===== config.mk =====
export PLATFORM = sky130hd
export DESIGN_NAME = a2d_intf
export DESIGN_NICKNAME = d
export VERILOG_FILES = /design/src/rtl/a2d_intf.sv
export SDC_FILE = /design/constraint.sdc
export NUM_CORES = 1
export LEC_CHECK = 0
export CAP_MARGIN = 10
export CORE_MARGIN = 2
export CORE_UTILIZATION = 45
export DETAILED_ROUTE_END_ITERATION = 8
export PLACE_DENSITY = 0.63
export SETUP_SLACK_MARGIN = 0.2
export SLEW_MARGIN = 30
export SYNTH_ARGS = -nofsm -noshare
export SYNTH_HDL_FRONTEND = slang
export SYNTH_SLANG_ARGS = --single-unit

===== constraint.sdc =====
create_clock -name clk -period 2.5 [get_ports clk]
set_clock_uncertainty 0.05 [all_clocks]
set_input_delay 0.75 -clock clk [delete_from_list [all_inputs] [get_ports clk]]
set_output_delay 0.75 -clock clk [all_outputs]
set_load 0.03 [all_outputs]

===== src/rtl/a2d_intf.sv =====
// SPI front end for the on-board 8-channel ADC. Each conversion issues the
// channel command twice, 32 idle clocks apart; the result comes from the second frame.
//
// state | meaning
// IDLE  | waiting for strt_cnv; SS_n high, result held
// TX1   | first frame: latch channel into the ADC mux
// GAP   | 32 clocks with SS_n high between frames
// TX2   | second frame: shift in the conversion result
module a2d_intf (
   input  logic        clk,
   input  logic        rst,
   input  logic        strt_cnv,
   input  logic [2:0]  chnnl,
   output logic        cnv_cmplt,
   output logic [11:0] res,
   output logic        a2d_SS_n,
   output logic        SCLK,
   output logic        MOSI,
   input  logic        MISO
);

   localparam logic [1:0] IDLE = 2'd0;
   localparam logic [1:0] TX1  = 2'd1;
   localparam logic [1:0] GAP  = 2'd2;
   localparam logic [1:0] TX2  = 2'd3;

   logic [1:0]  state;
   logic [2:0]  chnl_q;
   logic [15:0] tx_shft;
   logic [11:0] rx_shft;
   logic [4:0]  bit_cnt;
   logic [4:0]  div;
   logic [4:0]  gap_cnt;
   logic        sclk_rise;
   logic        sclk_fall;
   logic        frame_done;
   logic        tx_shift_en;
   logic [15:0] cmd_word;

   assign sclk_rise   = ~a2d_SS_n & (div == 5'b01111);
   assign sclk_fall   = ~a2d_SS_n & (div == 5'b11111);
   assign frame_done  = sclk_fall & (bit_cnt == 5'd16);
   // The first SCLK fall comes before any bit is sampled, so it must not shift.
   assign tx_shift_en = sclk_fall & (bit_cnt >= 5'd1) & (bit_cnt <= 5'd15);
   assign cmd_word    = {2'b00, chnl_q, 11'h000};

   assign SCLK = a2d_SS_n | div[4];
   assign MOSI = tx_shft[15];

   always_ff @(posedge clk) begin
      if (rst) begin
         state     <= IDLE;
         chnl_q    <= 3'd0;
         tx_shft   <= 16'h0000;
         rx_shft   <= 12'h000;
         bit_cnt   <= 5'd0;
         div       <= 5'd0;
         gap_cnt   <= 5'd0;
         a2d_SS_n  <= 1'b1;
         cnv_cmplt <= 1'b0;
         res       <= 12'h000;
      end else begin
         if (!a2d_SS_n) div <= div + 5'd1;
         // Only the low 12 bits of each frame are kept; the top nibble shifts out.
         if (sclk_rise) begin
            rx_shft <= {rx_shft[10:0], MISO};
            bit_cnt <= bit_cnt + 5'd1;
         end
         if (tx_shift_en) tx_shft <= {tx_shft[14:0], 1'b0};

         case (state)
            IDLE: begin
               if (strt_cnv) begin
                  chnl_q    <= chnnl;
                  tx_shft   <= {2'b00, chnnl, 11'h000};
                  rx_shft   <= 12'h000;
                  bit_cnt   <= 5'd0;
                  div       <= 5'b10000;
                  a2d_SS_n  <= 1'b0;
                  cnv_cmplt <= 1'b0;
                  state     <= TX1;
               end
            end
            TX1: begin
               if (frame_done) begin
                  a2d_SS_n <= 1'b1;
                  gap_cnt  <= 5'd31;
                  state    <= GAP;
               end
            end
            GAP: begin
               if (gap_cnt == 5'd0) begin
                  tx_shft  <= cmd_word;
                  rx_shft  <= 12'h000;
                  bit_cnt  <= 5'd0;
                  div      <= 5'b10000;
                  a2d_SS_n <= 1'b0;
                  state    <= TX2;
               end else begin
                  gap_cnt <= gap_cnt - 5'd1;
               end
            end
            TX2: begin
               if (frame_done) begin
                  a2d_SS_n  <= 1'b1;
                  res       <= rx_shft;
                  cnv_cmplt <= 1'b1;
                  state     <= IDLE;
               end
            end
            default: state <= IDLE;
         endcase
      end
   end

endmodule


Word-level counts from Yosys, hierarchy flattened
Index checks and enable logic that the tools add are counted.
- register bits after elaboration: 62
- output and inout bits: 16
- bits in latches: 0
- ROM bits: 0
- logic and storage cells: 74
- memories: 0
- RAM bits: 0
- input port bits: 7
- add/sub/neg operators: 3
- shift-type cells: 0
- $lt $le $gt $ge: 2
- mux-type cells: 29
- bitwise operators: 7
- equal/unequal tests: 12
- reduce and logical (&&, ||, !) cells: 11
- divide/modulo/power cells: 0
- multipliers: 0
- operator list (kind ; number):
    $mux 16 ; 3
    $mux 5 ; 8
    $mux 12 ; 3
    $pmux 16 s2 ; 1
    $pmux 5 s2 ; 3
    $pmux 12 s2 ; 1
    $add 5x1->5 const B ; 2
    $eq 5x5->1 const B ; 2
    $ne 2x2->1 const B ; 5
    $reduce_and 3->1 ; 3
    $mux 2 ; 4
    $pmux 2 s4 ; 1
    $and 1x1->1 ; 5
    $eq 5x4->1 const B ; 1
    $ge 5x1->1 const B ; 1
    $le 5x4->1 const B ; 1
    $logic_not 5->1 ; 1
    $sub 5x1->5 const B ; 1
    $eq 2x2->1 const B ; 2
    $reduce_and 2->1 ; 2
    $reduce_and 4->1 ; 1
    $reduce_bool 2->1 ; 2
    $mux 1 ; 3
    $pmux 1 s3 ; 1
    7 further kinds ; 7

Logic depth before layout (Yosys ltp)
Gate-level depths: netlist of run 1.
- depth in word-level cells: 7
- mapped depth: 9
- gate-level depth less buffers: 7

Least setup slack after synthesis of run 1
Ideal clock, no wire load.
- path kind: reg2reg
- start: register div[0]
- end: register res[0]
- required time: 2.322 ns
- arrival time: 1.834 ns
- cell stages (with the launch flop): 10
- buffers on the path: 2
- setup time: 0.128 ns
- slack: 0.488 ns
- clock period less this slack: 2.012 ns
- cells stage by stage: dfxtp_1 -> ha_1 -> and3_1 -> ha_1 -> nor2b_1 -> clkbuf_1 -> nand3_1 -> buf_2 -> mux2i_1 -> nor2_1
- longest elaborated chain between the ends: 4
- RTL lines (item ; RTL line ; source):
    from (decl) ; 32 ; logic [4:0] div;
    from (signal assigned) ; 63 ; if (!a2d_SS_n) div <= div + 5'd1;
    $eq 5x5->1 ; 41 ; assign sclk_fall = ~a2d_SS_n & (div == 5'b11111);
    $and 1x1->1 ; 41 ;
    $and 1x1->1 ; 42 ; assign frame_done = sclk_fall & (bit_cnt == 5'd16);
    $reduce_and 2->1 (no line) ; n/a ;
    to (signal assigned) ; 106 ; res <= rx_shft;
    to (decl) ; 15 ; output logic [11:0] res,
Every way passes these cells.
A chain may end at the register's enable or synchronous reset.

Worst setup path in the final report of run 1
- start: register cnv_cmplt
- end: output cnv_cmplt
- RTL lines (item ; RTL line ; source):
    from (decl) ; 14 ; output logic cnv_cmplt,
    from (signal assigned) ; 60 ; cnv_cmplt <= 1'b0;
    from (signal assigned) ; 80 ; cnv_cmplt <= 1'b0;
    from (signal assigned) ; 107 ; cnv_cmplt <= 1'b1;
No word-level cell between the ends.

==> summary.md, run 1 <==
| Metric | Value |
|---|---|
| Status | `completed` |
| Async S/R FF share, synth | `0%` |
| Dominant delay contributor by cell family on the critical path | `buffers and inverters` |
| Headroom to the max-slew limit | `54.2%` |
| Fraction of synthesized area in multiplexers | `5.21%` |
| Critical path capture point type | `output pin` |
| Vias per std cell | `5.37` |
| Number of failing hold endpoints at the final stage | `0` |
| Post-route DRC | `0` |
| Netlist Area Pre-Place | `2710 µm²` |
| Number of buffers inserted during clock tree synthesis | `9` |
| Placer Congestion | `0.729` |
| Endpoint of the worst register-to-register path | `gap_cnt[2]` |
| Iteration-0 DRC Markers | `113` |
| Setup slack on the worst flop-to-flop path | `430 ps` |
| Clk Latency, worst-skew pair | `340 ps` |
| Critical path data required time | `1700 ps` |
| Number of detailed-route iterations in the first pass | `4` |
| Area growth from synthesis to layout | `19.4%` |
| Top Ports | `23` |
| Total negative slack for setup checks | `0 ps` |
| M1 GR Usage | `24.0%` |
| Path depth of the worst reg2reg path | `8` |
| # nets final | `359` |
| Worst path arrival time | `1400 ps` |
| Warnings from Yosys | `0` |
| Net count of the mapped netlist | `333` |
| Maximum net fanout on the critical path | `3` |
| Post-Synth XOR/XNOR Area | `1.29%` |
| First-pass GRT wire length | `9.57 mm` |
| Die area | `6670 µm²` |
| Worst hold path startpoint | `tx_shft[0]` |
| Die span in y | `81.7 µm` |
| Starting density of the core | `46.1%` |
| Cell-by-cell trace of the critical path | `clkdlybuf4s50_1` |
| Setup repair after global routing missed its margin | `false` |
| Antenna Violating Nets Remaining | `0` |
| Met2 track demand over resource in global routing | `29.7%` |
| Routing layer with the top usage in global route | `met2` |
| Pin count of the biggest net entering global routing | `34` |
| Class of the tightest hold or removal check | `flip-flop to flip-flop` |
| Static leakage | `1.24 nW` |
| Count of input and output buffers | `22` |
| Post-DP HPWL | `3.66 mm` |
| Most used flip-flop cell after synthesis | `sky130_fd_sc_hd__dfxtp_1` |
| Number of synthesized flops with an enable pin | `0` |
| Final Slew Violations | `0` |
| Master cell of the clock root buffer | `sky130_fd_sc_hd__clkbuf_8` |
| Crit Path Category | `flip-flop to output pin` |
| Sinks on the clock net | `62` |
| Area of the core | `5890 µm²` |
| Clock Tree Buf Depth | `2` |
| Total power divided by cell area | `845 nW/µm²` |
| Max-Cap Viols | `0` |
| Buf+Inv Stages, Crit Path | `1` |
| Reg-to-Reg Start | `div[0]` |
| Worst Setup Start Kind | `flip-flop` |
| Routed wire per std cell | `13.1 µm` |
| Worst setup path start | `cnv_cmplt` |
| Post-detailed-routing wire length | `5.51 mm` |
| Number of global-route vias before repair | `2107` |
| #FFs+latches synth | `62` |
| Largest family of logic cells by synthesized area | `simple AND/OR/NAND/NOR gates` |
| Post-synth cell types | `47` |
| Count of cells along the worst hold path | `2` |
| H-tree depth | `3` |
| Cell at the slowest stage of the critical path | `sky130_fd_sc_hd__clkdlybuf4s50_1` |
| Clock Pin Slew Worst Setup and Hold Paths | `70 ps` |
| Setup-failing EPs final | `0` |
| Fraction of layout instances using a drive strength above 1 | `9.86%` |
| Post-Syn Area per Cell | `8.64 µm²` |
| All-layer global routing usage | `18.7%` |
| Row cnt | `28` |
| Fill cell total of the finished layout | `571` |
| Fin crit share | `88.1%` |
| VDD IR-drop max | `443 µV` |
| Adder-cell area share of the yosys netlist | `5.53%` |
| Remaining global-route overflow | `0` |
| Post-Syn Instances | `314` |
| Area fraction in compound gates after synthesis | `18.0%` |
| Tmin final | `2200 ps` |
| Horiz. Die Dim | `81.7 µm` |
| Met3 usage in global routing | `5.60%` |
| Largest stage delay on the critical path | `690 ps` |
| Power, Total | `0.00274 W` |
| Clock tree from TritonCTS | `built` |
| Post-CTS repair timing setup buffer count | `0` |
| Endpoint, Worst Hold | `tx_shft[0]` |
| Routed vias | `2254` |
| Initial antenna violation count | `0` |
| Portion of the post-synthesis area used by sequential elements | `45.7%` |
| Area share of and/or/nand/nor cells after synthesis | `20.1%` |
| Fmax achieved | `454 MHz` |
| Number of inserted diodes | `0` |
| Slew @ Worst Pin | `685 ps` |
## repair_timing
action / 4_1_cts / 5_1_grt
hold buffers: 0 / 0
setup endpoints to repair: 2 / 8
cloned: 0 / 0
resized for setup: 2 / 2
## flip-flops by register name, summed over array words and instances (netlist names)
signal	flops
a2d_SS_n	1
bit_cnt	5
chnl_q	3
cnv_cmplt	1
div	5
gap_cnt	5
res	12
rx_shft	12
state	2
tx_shft	16
## routing by layer
layer  share of wire [%]  up-vias
met5                   0        -
met4                 1.6        0
met3                 3.7        9
met2                  46       41
met1                  48     1048
li1                    -     1156
## how the worst max path moves through the flow
stage                       endpoint  slack [ps]  cells past startpoint
after floorplan               res[0]         490                      9
after global placement    bit_cnt[4]         240                      5
after detailed placement  bit_cnt[4]         220                      5
after CTS                  cnv_cmplt         270                      1
after global routing       cnv_cmplt         250                      1
final                      cnv_cmplt         300                      1
## cells in the final DEF (no fill, tap or decap), types with 4 or more instances in the layout
cell type | Yosys | final
sky130_fd_sc_hd__mux2i_1 | 13 | 13
sky130_fd_sc_hd__buf_4 | 0 | 10
sky130_fd_sc_hd__nand3_1 | 15 | 15
sky130_fd_sc_hd__nand2b_1 | 4 | 4
sky130_fd_sc_hd__nor2b_1 | 4 | 4
sky130_fd_sc_hd__o21ai_0 | 18 | 18
sky130_fd_sc_hd__nor2_1 | 29 | 29
sky130_fd_sc_hd__nand2_1 | 37 | 37
sky130_fd_sc_hd__and3_1 | 9 | 9
sky130_fd_sc_hd__dfxtp_1 | 62 | 62
sky130_fd_sc_hd__inv_1 | 11 | 11
sky130_fd_sc_hd__ha_1 | 12 | 12
sky130_fd_sc_hd__clkbuf_8 | 0 | 10
sky130_fd_sc_hd__a21oi_1 | 37 | 37
sky130_fd_sc_hd__clkdlybuf4s50_1 | 0 | 20
## per-stage QoR
stage | hold WS (ps) | instances | area (µm²) | worst slack, ps | util, %
floorplan | 360 | 314 | 2710 | 488 | -
global placement | 374 | 404 | 3030 | 238 | 51.5
detailed placement | 375 | 404 | 3030 | 217 | 51.5
CTS | 385 | 420 | 3230 | 269 | 54.9
global route | 406 | 420 | 3240 | 249 | 55.0
finish | 387 | 420 | 3240 | 297 | 55.0
## power by group
part	leakage [nW]	internal [W]	switching [W]
sequential	0.501	0.00107	0.0000667
clock	0.0955	0.000487	0.000397
combinational	0.642	0.000283	0.000437
total	1.24	0.00184	0.000900
## cells by family (layout without fill, tap and decap cells)
logic type,after synthesis,in the layout
compound gates,81,81
xor+xnor,4,4
fa+ha+maj,12,12
buf+inv,28,59
flops,62,62
mux,14,14
simple gates,113,113
## cell type report
class / count / area, µm² / share of cell area, %
clock inverter: 5 / 58.8 / 1.82
inverter: 11 / 41.3 / 1.27
sequential: 62 / 1240 / 38.3
multi-input combinational: 224 / 1370 / 42.3
clock buffer: 11 / 141 / 4.36
timing repair buffer: 32 / 293 / 9.04
tap: 75 / 93.8 / 2.90
## synthesized netlist by cell type (4+ instances only)
| master | count | area, µm² |
|---|---|---|
| sky130_fd_sc_hd__nand3_1 | 15 | 75.1 |
| sky130_fd_sc_hd__nor2b_1 | 4 | 25.0 |
| sky130_fd_sc_hd__inv_1 | 11 | 41.3 |
| sky130_fd_sc_hd__buf_2 | 5 | 25.0 |
| sky130_fd_sc_hd__a21oi_1 | 37 | 185 |
| sky130_fd_sc_hd__clkbuf_1 | 10 | 37.5 |
| sky130_fd_sc_hd__o21ai_0 | 18 | 90.1 |
| sky130_fd_sc_hd__and3_1 | 9 | 56.3 |
| sky130_fd_sc_hd__ha_1 | 12 | 150 |
| sky130_fd_sc_hd__mux2i_1 | 13 | 130 |
| sky130_fd_sc_hd__nand2_1 | 37 | 139 |
| sky130_fd_sc_hd__nand2b_1 | 4 | 25.0 |
| sky130_fd_sc_hd__nor2_1 | 29 | 109 |
| sky130_fd_sc_hd__dfxtp_1 | 62 | 1240 |
Note: power is estimated with default switching activity, not from simulation.
==> run 2, diff against run 1 <==
--- a/config.mk
+++ b/config.mk
@@ -6,7 +6,7 @@
 export NUM_CORES = 1
 export LEC_CHECK = 0
 export CAP_MARGIN = 10
-export CORE_MARGIN = 2
+export CORE_MARGIN = 3
 export CORE_UTILIZATION = 45
 export DETAILED_ROUTE_END_ITERATION = 8
 export PLACE_DENSITY = 0.63
==> summary.md, run 2 (synthesis results as in run 1) <==
| Metric | Value |
|---|---|
| Largest register FFs | `16 (unchanged)` |
| H-tree depth | `3 (unchanged)` |
| Fmax achieved | `459 MHz (was 454 MHz)` |
| Setup-failing EPs final | `0 (unchanged)` |
| Buf+Inv Stages, Crit Path | `1 (unchanged)` |
| Fin crit share | `87.2% (was 88.1%)` |
| Maximum net fanout on the critical path | `3 (unchanged)` |
| Post-CTS repair timing setup buffer count | `0 (unchanged)` |
| Largest registers ranked by flip-flop count | `tx_shft x16, res x12, rx_shft x12 (unchanged)` |
| Largest stage delay on the critical path | `680 ps (was 690 ps)` |
| Area after detailed placement | `3040 µm² (was 3030 µm²)` |
| Crit Path Category | `flip-flop to output pin (unchanged)` |
| Final cell count without fillers | `418 (was 420)` |
| Max-Cap Viols | `0 (unchanged)` |
| Headroom to the max-slew limit | `55.2% (was 54.2%)` |
| First-pass GRT wire length | `9.65 mm (was 9.57 mm)` |
| Worst path arrival time | `1380 ps (was 1400 ps)` |
| # nets final | `360 (was 359)` |
| Count of placed standard cells including taps | `402 (was 404)` |
| Number of global-route vias before repair | `2109 (was 2107)` |
| Sinks on the clock net | `62 (unchanged)` |
| Clock Tree Buf Depth | `2 (unchanged)` |
| Critical path data required time | `1700 ps (about the same)` |
| Static leakage | `1.25 nW (was 1.24 nW)` |
| Cell-by-cell trace of the critical path | `clkdlybuf4s50_1 (unchanged)` |
| Class of the tightest hold or removal check | `flip-flop to flip-flop (unchanged)` |
| Commonest cells after routing, fill and taps aside | `sky130_fd_sc_hd__dfxtp_1 (62), sky130_fd_sc_hd__nand2_1 (37), sky130_fd_sc_hd__a21oi_1 (37) (unchanged)` |
| Top Ports | `23 (unchanged)` |
| Post-route DRC | `0 (unchanged)` |
| Fill cell total of the finished layout | `530 (was 571)` |
| Tmin final | `2180 ps (was 2200 ps)` |
| Clock Pin Slew Worst Setup and Hold Paths | `70 ps (about the same)` |
| Vias per std cell | `5.34 (was 5.37)` |
| All-layer global routing usage | `16.8% (was 18.7%)` |
| Dominant delay contributor by cell family on the critical path | `buffers and inverters (unchanged)` |
| Post-DP HPWL | `3.67 mm (was 3.66 mm)` |
| Row cnt | `27 (was 28)` |
| Clock tree from TritonCTS | `built (unchanged)` |
| Cell at the slowest stage of the critical path | `sky130_fd_sc_hd__clkdlybuf4s50_1 (unchanged)` |
| Commonest non-fill, non-tap cell in the layout | `sky130_fd_sc_hd__dfxtp_1 (unchanged)` |
| Number of buffers inserted during clock tree synthesis | `9 (unchanged)` |
| Master cell of the clock root buffer | `sky130_fd_sc_hd__clkbuf_8 (unchanged)` |
| Clk Latency, worst-skew pair | `330 ps (was 340 ps)` |
| Total area of sequential cells | `1240 µm² (unchanged)` |
| Total power divided by cell area | `842 nW/µm² (was 845 nW/µm²)` |
| Routed vias | `2233 (was 2254)` |
| Routed wire per std cell | `12.9 µm (was 13.1 µm)` |
| Placer Congestion | `0.803 (was 0.729)` |
| Number of inserted diodes | `0 (unchanged)` |
| Cell area after layout | `3240 µm² (about the same)` |
| Min Hold Slack | `386 ps (was 387 ps)` |
| Critical path capture point type | `output pin (unchanged)` |
| Starting density of the core | `47.8% (was 46.1%)` |
| VDD IR-drop max | `798 µV (was 443 µV)` |
| Iteration-0 DRC Markers | `120 (was 113)` |
| Worst Setup Start Kind | `flip-flop (unchanged)` |
| Register with the highest flop count | `tx_shft (unchanged)` |
| Antenna Violating Nets Remaining | `0 (unchanged)` |
| Pin count of the biggest net entering global routing | `34 (unchanged)` |
| Die span in y | `83.7 µm (was 81.7 µm)` |
| Number of failing hold endpoints at the final stage | `0 (unchanged)` |
| Slew @ Worst Pin | `671 ps (was 685 ps)` |
| Final Slew Violations | `0 (unchanged)` |
| Count of input and output buffers | `22 (unchanged)` |
| Total negative slack for setup checks | `0 ps (unchanged)` |
| Post-detailed-routing wire length | `5.41 mm (was 5.51 mm)` |
| Remaining global-route overflow | `0 (unchanged)` |
| Horiz. Die Dim | `83.7 µm (was 81.7 µm)` |
| Status | `completed (unchanged)` |
| Fraction of layout instances using a drive strength above 1 | `9.54% (was 9.86%)` |
| Area of the core | `5680 µm² (was 5890 µm²)` |
| Die area | `7000 µm² (was 6670 µm²)` |
| Setup repair after global routing missed its margin | `true (was false)` |
| Number of detailed-route iterations in the first pass | `5 (was 4)` |
| Initial antenna violation count | `0 (unchanged)` |
| Area growth from synthesis to layout | `19.5% (was 19.4%)` |
| Area of the multi-input gates | `1370 µm² (about the same)` |
==> run 2: per-layer routing <==
layer / wire (µm) / up-vias / track usage [%]
met2: 2460 / 37 / 26.7
met1: 2670 / 1034 / 21.6
met3: 228 / 5 / 5.13
met4: 51 / 0 / 6.14
li1: - / 1157 / -
met5: 0 / - / 0
==> run 2: worst paths after layout <==
check | cells past startpoint | slack (ps) | start | end
worst min register to register | 2 | 390 | tx_shft[0] | tx_shft[0]
worst min-delay path | 2 | 390 | tx_shft[0] | tx_shft[0]
worst max register to register | 8 | 410 | div[0] | state[0]
worst max-delay path | 1 | 320 | cnv_cmplt | cnv_cmplt
==> run 2: where the power goes <==
part	internal, W	switching (W)	leakage, nW	total [W]
logic	0.000282	0.000425	0.647	0.000708
clock network	0.000514	0.000373	0.0996	0.000887
registers	0.00107	0.0000681	0.501	0.00114
total	0.00186	0.000867	1.25	0.00273
==> run 2: timing repair <==
action,4_1_cts,5_1_grt
resized for setup,2,1
setup endpoints to repair,2,9
hold buffers,0,0
gates cloned,0,0
==> run 2: through the flow <==
stage	power [W]	utilization, %	worst slack [ps]
after floorplan	0.00169	-	488
after global placement	0.00187	53.5	214
after detailed placement	0.00187	53.5	160
after CTS	0.00276	57.0	251
after global routing	0.00291	57.1	183
final	0.00273	57.1	321
==> run 2: final cells by class <==
| class | instances | share of cell area (%) |
|---|---|---|
| multi-input cells | 224 | 42.2 |
| clock inverters | 3 | 1.31 |
| inverters | 11 | 1.27 |
| flip-flops and latches | 62 | 38.3 |
| repair buffers | 33 | 9.26 |
| well taps | 72 | 2.78 |
| clock buffers | 13 | 4.90 |
==> run 3, diff against run 2 <==
--- a/config.mk
+++ b/config.mk
@@ -7,9 +7,9 @@
 export LEC_CHECK = 0
 export CAP_MARGIN = 10
 export CORE_MARGIN = 3
-export CORE_UTILIZATION = 45
+export CORE_UTILIZATION = 30
 export DETAILED_ROUTE_END_ITERATION = 8
-export PLACE_DENSITY = 0.63
+export PLACE_DENSITY = 0.45
 export SETUP_SLACK_MARGIN = 0.2
 export SLEW_MARGIN = 30
 export SYNTH_ARGS = -nofsm -noshare
==> summary.md, run 3 (synthesis results as in run 1) <==
| Metric | Value |
|---|---|
| Status | `completed (unchanged)` |
| Count of cells along the worst hold path | `2 (unchanged)` |
| Sinks on the clock net | `62 (unchanged)` |
| Largest registers ranked by flip-flop count | `tx_shft x16, res x12, rx_shft x12 (unchanged)` |
| Headroom to the max-slew limit | `55.3% (was 55.2%)` |
| VDD IR-drop max | `318 µV (was 798 µV)` |
| Area of the core | `8760 µm² (was 5680 µm²)` |
| Class of the tightest hold or removal check | `flip-flop to flip-flop (unchanged)` |
| Antenna Violating Nets Remaining | `0 (unchanged)` |
| Cell at the slowest stage of the critical path | `sky130_fd_sc_hd__clkdlybuf4s50_1 (unchanged)` |
| Fraction of power consumed by combinational cells | `27.6% (was 25.9%)` |
| Remaining global-route overflow | `0 (unchanged)` |
| Top Ports | `23 (unchanged)` |
| Clock tree from TritonCTS | `built (unchanged)` |
| Master cell of the clock root buffer | `sky130_fd_sc_hd__clkbuf_8 (unchanged)` |
| Post-detailed-routing wire length | `5.84 mm (was 5.41 mm)` |
| Endpoint of the worst register-to-register path | `gap_cnt[1] (was state[0])` |
| Post-CTS repair timing setup buffer count | `0 (unchanged)` |
| Endpoint, Worst Hold | `tx_shft[0] (unchanged)` |
| Die area | `10200 µm² (was 7000 µm²)` |
| Clock Pin Slew Worst Setup and Hold Paths | `80 ps (was 70 ps)` |
| Largest stage delay on the critical path | `680 ps (about the same)` |
| Clock Tree Buf Depth | `2 (unchanged)` |
| Area growth from synthesis to layout | `19.9% (was 19.5%)` |
| Worst hold path startpoint | `tx_shft[0] (unchanged)` |
| First-pass GRT wire length | `10.3 mm (was 9.65 mm)` |
| Post-DP HPWL | `3.84 mm (was 3.67 mm)` |
| Worst path arrival time | `1390 ps (was 1380 ps)` |
| Power Internal | `0.00171 W (was 0.00186 W)` |
| Horiz. Die Dim | `101 µm (was 83.7 µm)` |
| Pin count of the biggest net entering global routing | `34 (unchanged)` |
| Final Slew Violations | `0 (unchanged)` |
| Row cnt | `34 (was 27)` |
| Number of global-route vias before repair | `2123 (was 2109)` |
| Max-Cap Viols | `0 (unchanged)` |
| Worst Setup Start Kind | `flip-flop (unchanged)` |
| Total power divided by cell area | `812 nW/µm² (was 842 nW/µm²)` |
| Sw power | `0.000930 W (was 0.000867 W)` |
| Fin crit share | `87.7% (was 87.2%)` |
| Dominant delay contributor by cell family on the critical path | `buffers and inverters (unchanged)` |
| Path depth of the worst reg2reg path | `8 (unchanged)` |
| Setup-failing EPs final | `0 (unchanged)` |
| Buf+Inv Stages, Crit Path | `1 (unchanged)` |
| Cell-by-cell trace of the critical path | `clkdlybuf4s50_1 (unchanged)` |
| Crit Path Category | `flip-flop to output pin (unchanged)` |
| Count of input and output buffers | `22 (unchanged)` |
| Clk Latency, worst-skew pair | `340 ps (was 330 ps)` |
| Reg-to-Reg Start | `div[0] (unchanged)` |
| Register with the highest flop count | `tx_shft (unchanged)` |
| Number of detailed-route iterations in the first pass | `4 (was 5)` |
| Commonest cells after routing, fill and taps aside | `sky130_fd_sc_hd__dfxtp_1 (62), sky130_fd_sc_hd__nand2_1 (37), sky130_fd_sc_hd__a21oi_1 (37) (unchanged)` |
| H-tree depth | `3 (unchanged)` |
| Sw Ratio | `35.2% (was 31.7%)` |
| Fraction of layout instances using a drive strength above 1 | `9.86% (was 9.54%)` |
| Count of placed standard cells including taps | `437 (was 402)` |
| # nets final | `359 (was 360)` |
| Routed vias | `2209 (was 2233)` |
| All-layer global routing usage | `12.8% (was 16.8%)` |
| Setup slack on the worst flop-to-flop path | `400 ps (was 410 ps)` |
| Fill cell total of the finished layout | `932 (was 530)` |
| Final cell count without fillers | `453 (was 418)` |
| Commonest non-fill, non-tap cell in the layout | `sky130_fd_sc_hd__dfxtp_1 (unchanged)` |
| Critical path data required time | `1700 ps (about the same)` |
| Total negative slack for setup checks | `0 ps (unchanged)` |
| Critical path capture point type | `output pin (unchanged)` |
| Fmax achieved | `456 MHz (was 459 MHz)` |
| Starting density of the core | `31.0% (was 47.8%)` |
| Iteration-0 DRC Markers | `88 (was 120)` |
| Die span in y | `101 µm (was 83.7 µm)` |
| Post-route DRC | `0 (unchanged)` |
| Area of the multi-input gates | `1370 µm² (unchanged)` |
| Part of the total power dissipated in the clock network | `29.5% (was 32.5%)` |
| Tmin final | `2190 ps (was 2180 ps)` |
| Power, Total | `0.00264 W (was 0.00273 W)` |
| Maximum net fanout on the critical path | `3 (unchanged)` |
| Slew @ Worst Pin | `668 ps (was 671 ps)` |
| Routed wire per std cell | `12.9 µm (about the same)` |
| Static leakage | `1.23 nW (was 1.25 nW)` |
| Worst slack after detailed placement | `193 ps (was 160 ps)` |
| Initial antenna violation count | `0 (unchanged)` |
| Largest register FFs | `16 (unchanged)` |
| Number of buffers inserted during clock tree synthesis | `9 (unchanged)` |
| Fraction of power consumed by sequential logic | `42.9% (was 41.6%)` |
| Vias per std cell | `4.88 (was 5.34)` |
| Number of inserted diodes | `0 (unchanged)` |
| Total area of sequential cells | `1240 µm² (unchanged)` |
| Number of failing hold endpoints at the final stage | `0 (unchanged)` |
| Placer Congestion | `0.748 (was 0.803)` |
| Final WS setup | `307 ps (was 321 ps)` |
| Setup repair after global routing missed its margin | `true (unchanged)` |
## run 3: cell type report
cell class / count / area share [%]
multi-input cells: 224 / 42.1
flip-flops and latches: 62 / 38.2
repair buffers: 32 / 9.00
well taps: 108 / 4.15
clock buffers: 9 / 3.81
clock inverters: 7 / 1.54
inverters: 11 / 1.27
## run 3: repair_timing
item                                    4_1_cts  5_1_grt
gates cloned                                  0        0
endpoints found under the setup margin        2       16
gates resized for setup                       2        1
hold buffers                                  0        0
## run 3: power groups by stage
| stage | clock network, W | logic (W) | registers, W |
|---|---|---|---|
| floorplan | 0 | 0.000540 | 0.00115 |
| global placement | 0 | 0.000741 | 0.00115 |
| detailed placement | 0 | 0.000739 | 0.00116 |
| CTS | 0.000822 | 0.000735 | 0.00113 |
| global route | 0.000867 | 0.000823 | 0.00115 |
| finish | 0.000779 | 0.000728 | 0.00113 |
## run 3: worst min-delay path: cells and delay by family, from the launching register on
family	cells	cell delay, ps
flops	1	320
simple gates	2	80
## run 3: routing by layer
layer	wire, µm	vias up	GRT usage (%)
met5	0	-	0
met3	263	8	4.91
li1	-	1153	-
met1	3010	1012	17.0
met4	77	0	4.29
met2	2490	36	18.9
## run 3: how the worst max path moves through the flow
stage / start / endpoint / slack (ps) / cells past startpoint
floorplan: div[0] / res[0] / 490 / 9
global placement: strt_cnv / bit_cnt[4] / 210 / 5
detailed placement: strt_cnv / bit_cnt[4] / 190 / 5
CTS: bit_cnt[0] / tx_shft[2] / 220 / 7
global route: div[0] / state[0] / 180 / 8
finish: cnv_cmplt / cnv_cmplt / 310 / 1
## run 3: through the flow
stage	hold slack, ps	area (µm²)	util [%]
after CTS	390	3250	37.0
after detailed placement	379	3070	35.1
after global routing	416	3250	37.1
final	385	3250	37.1
after floorplan	360	2710	-
after global placement	373	3070	35.1
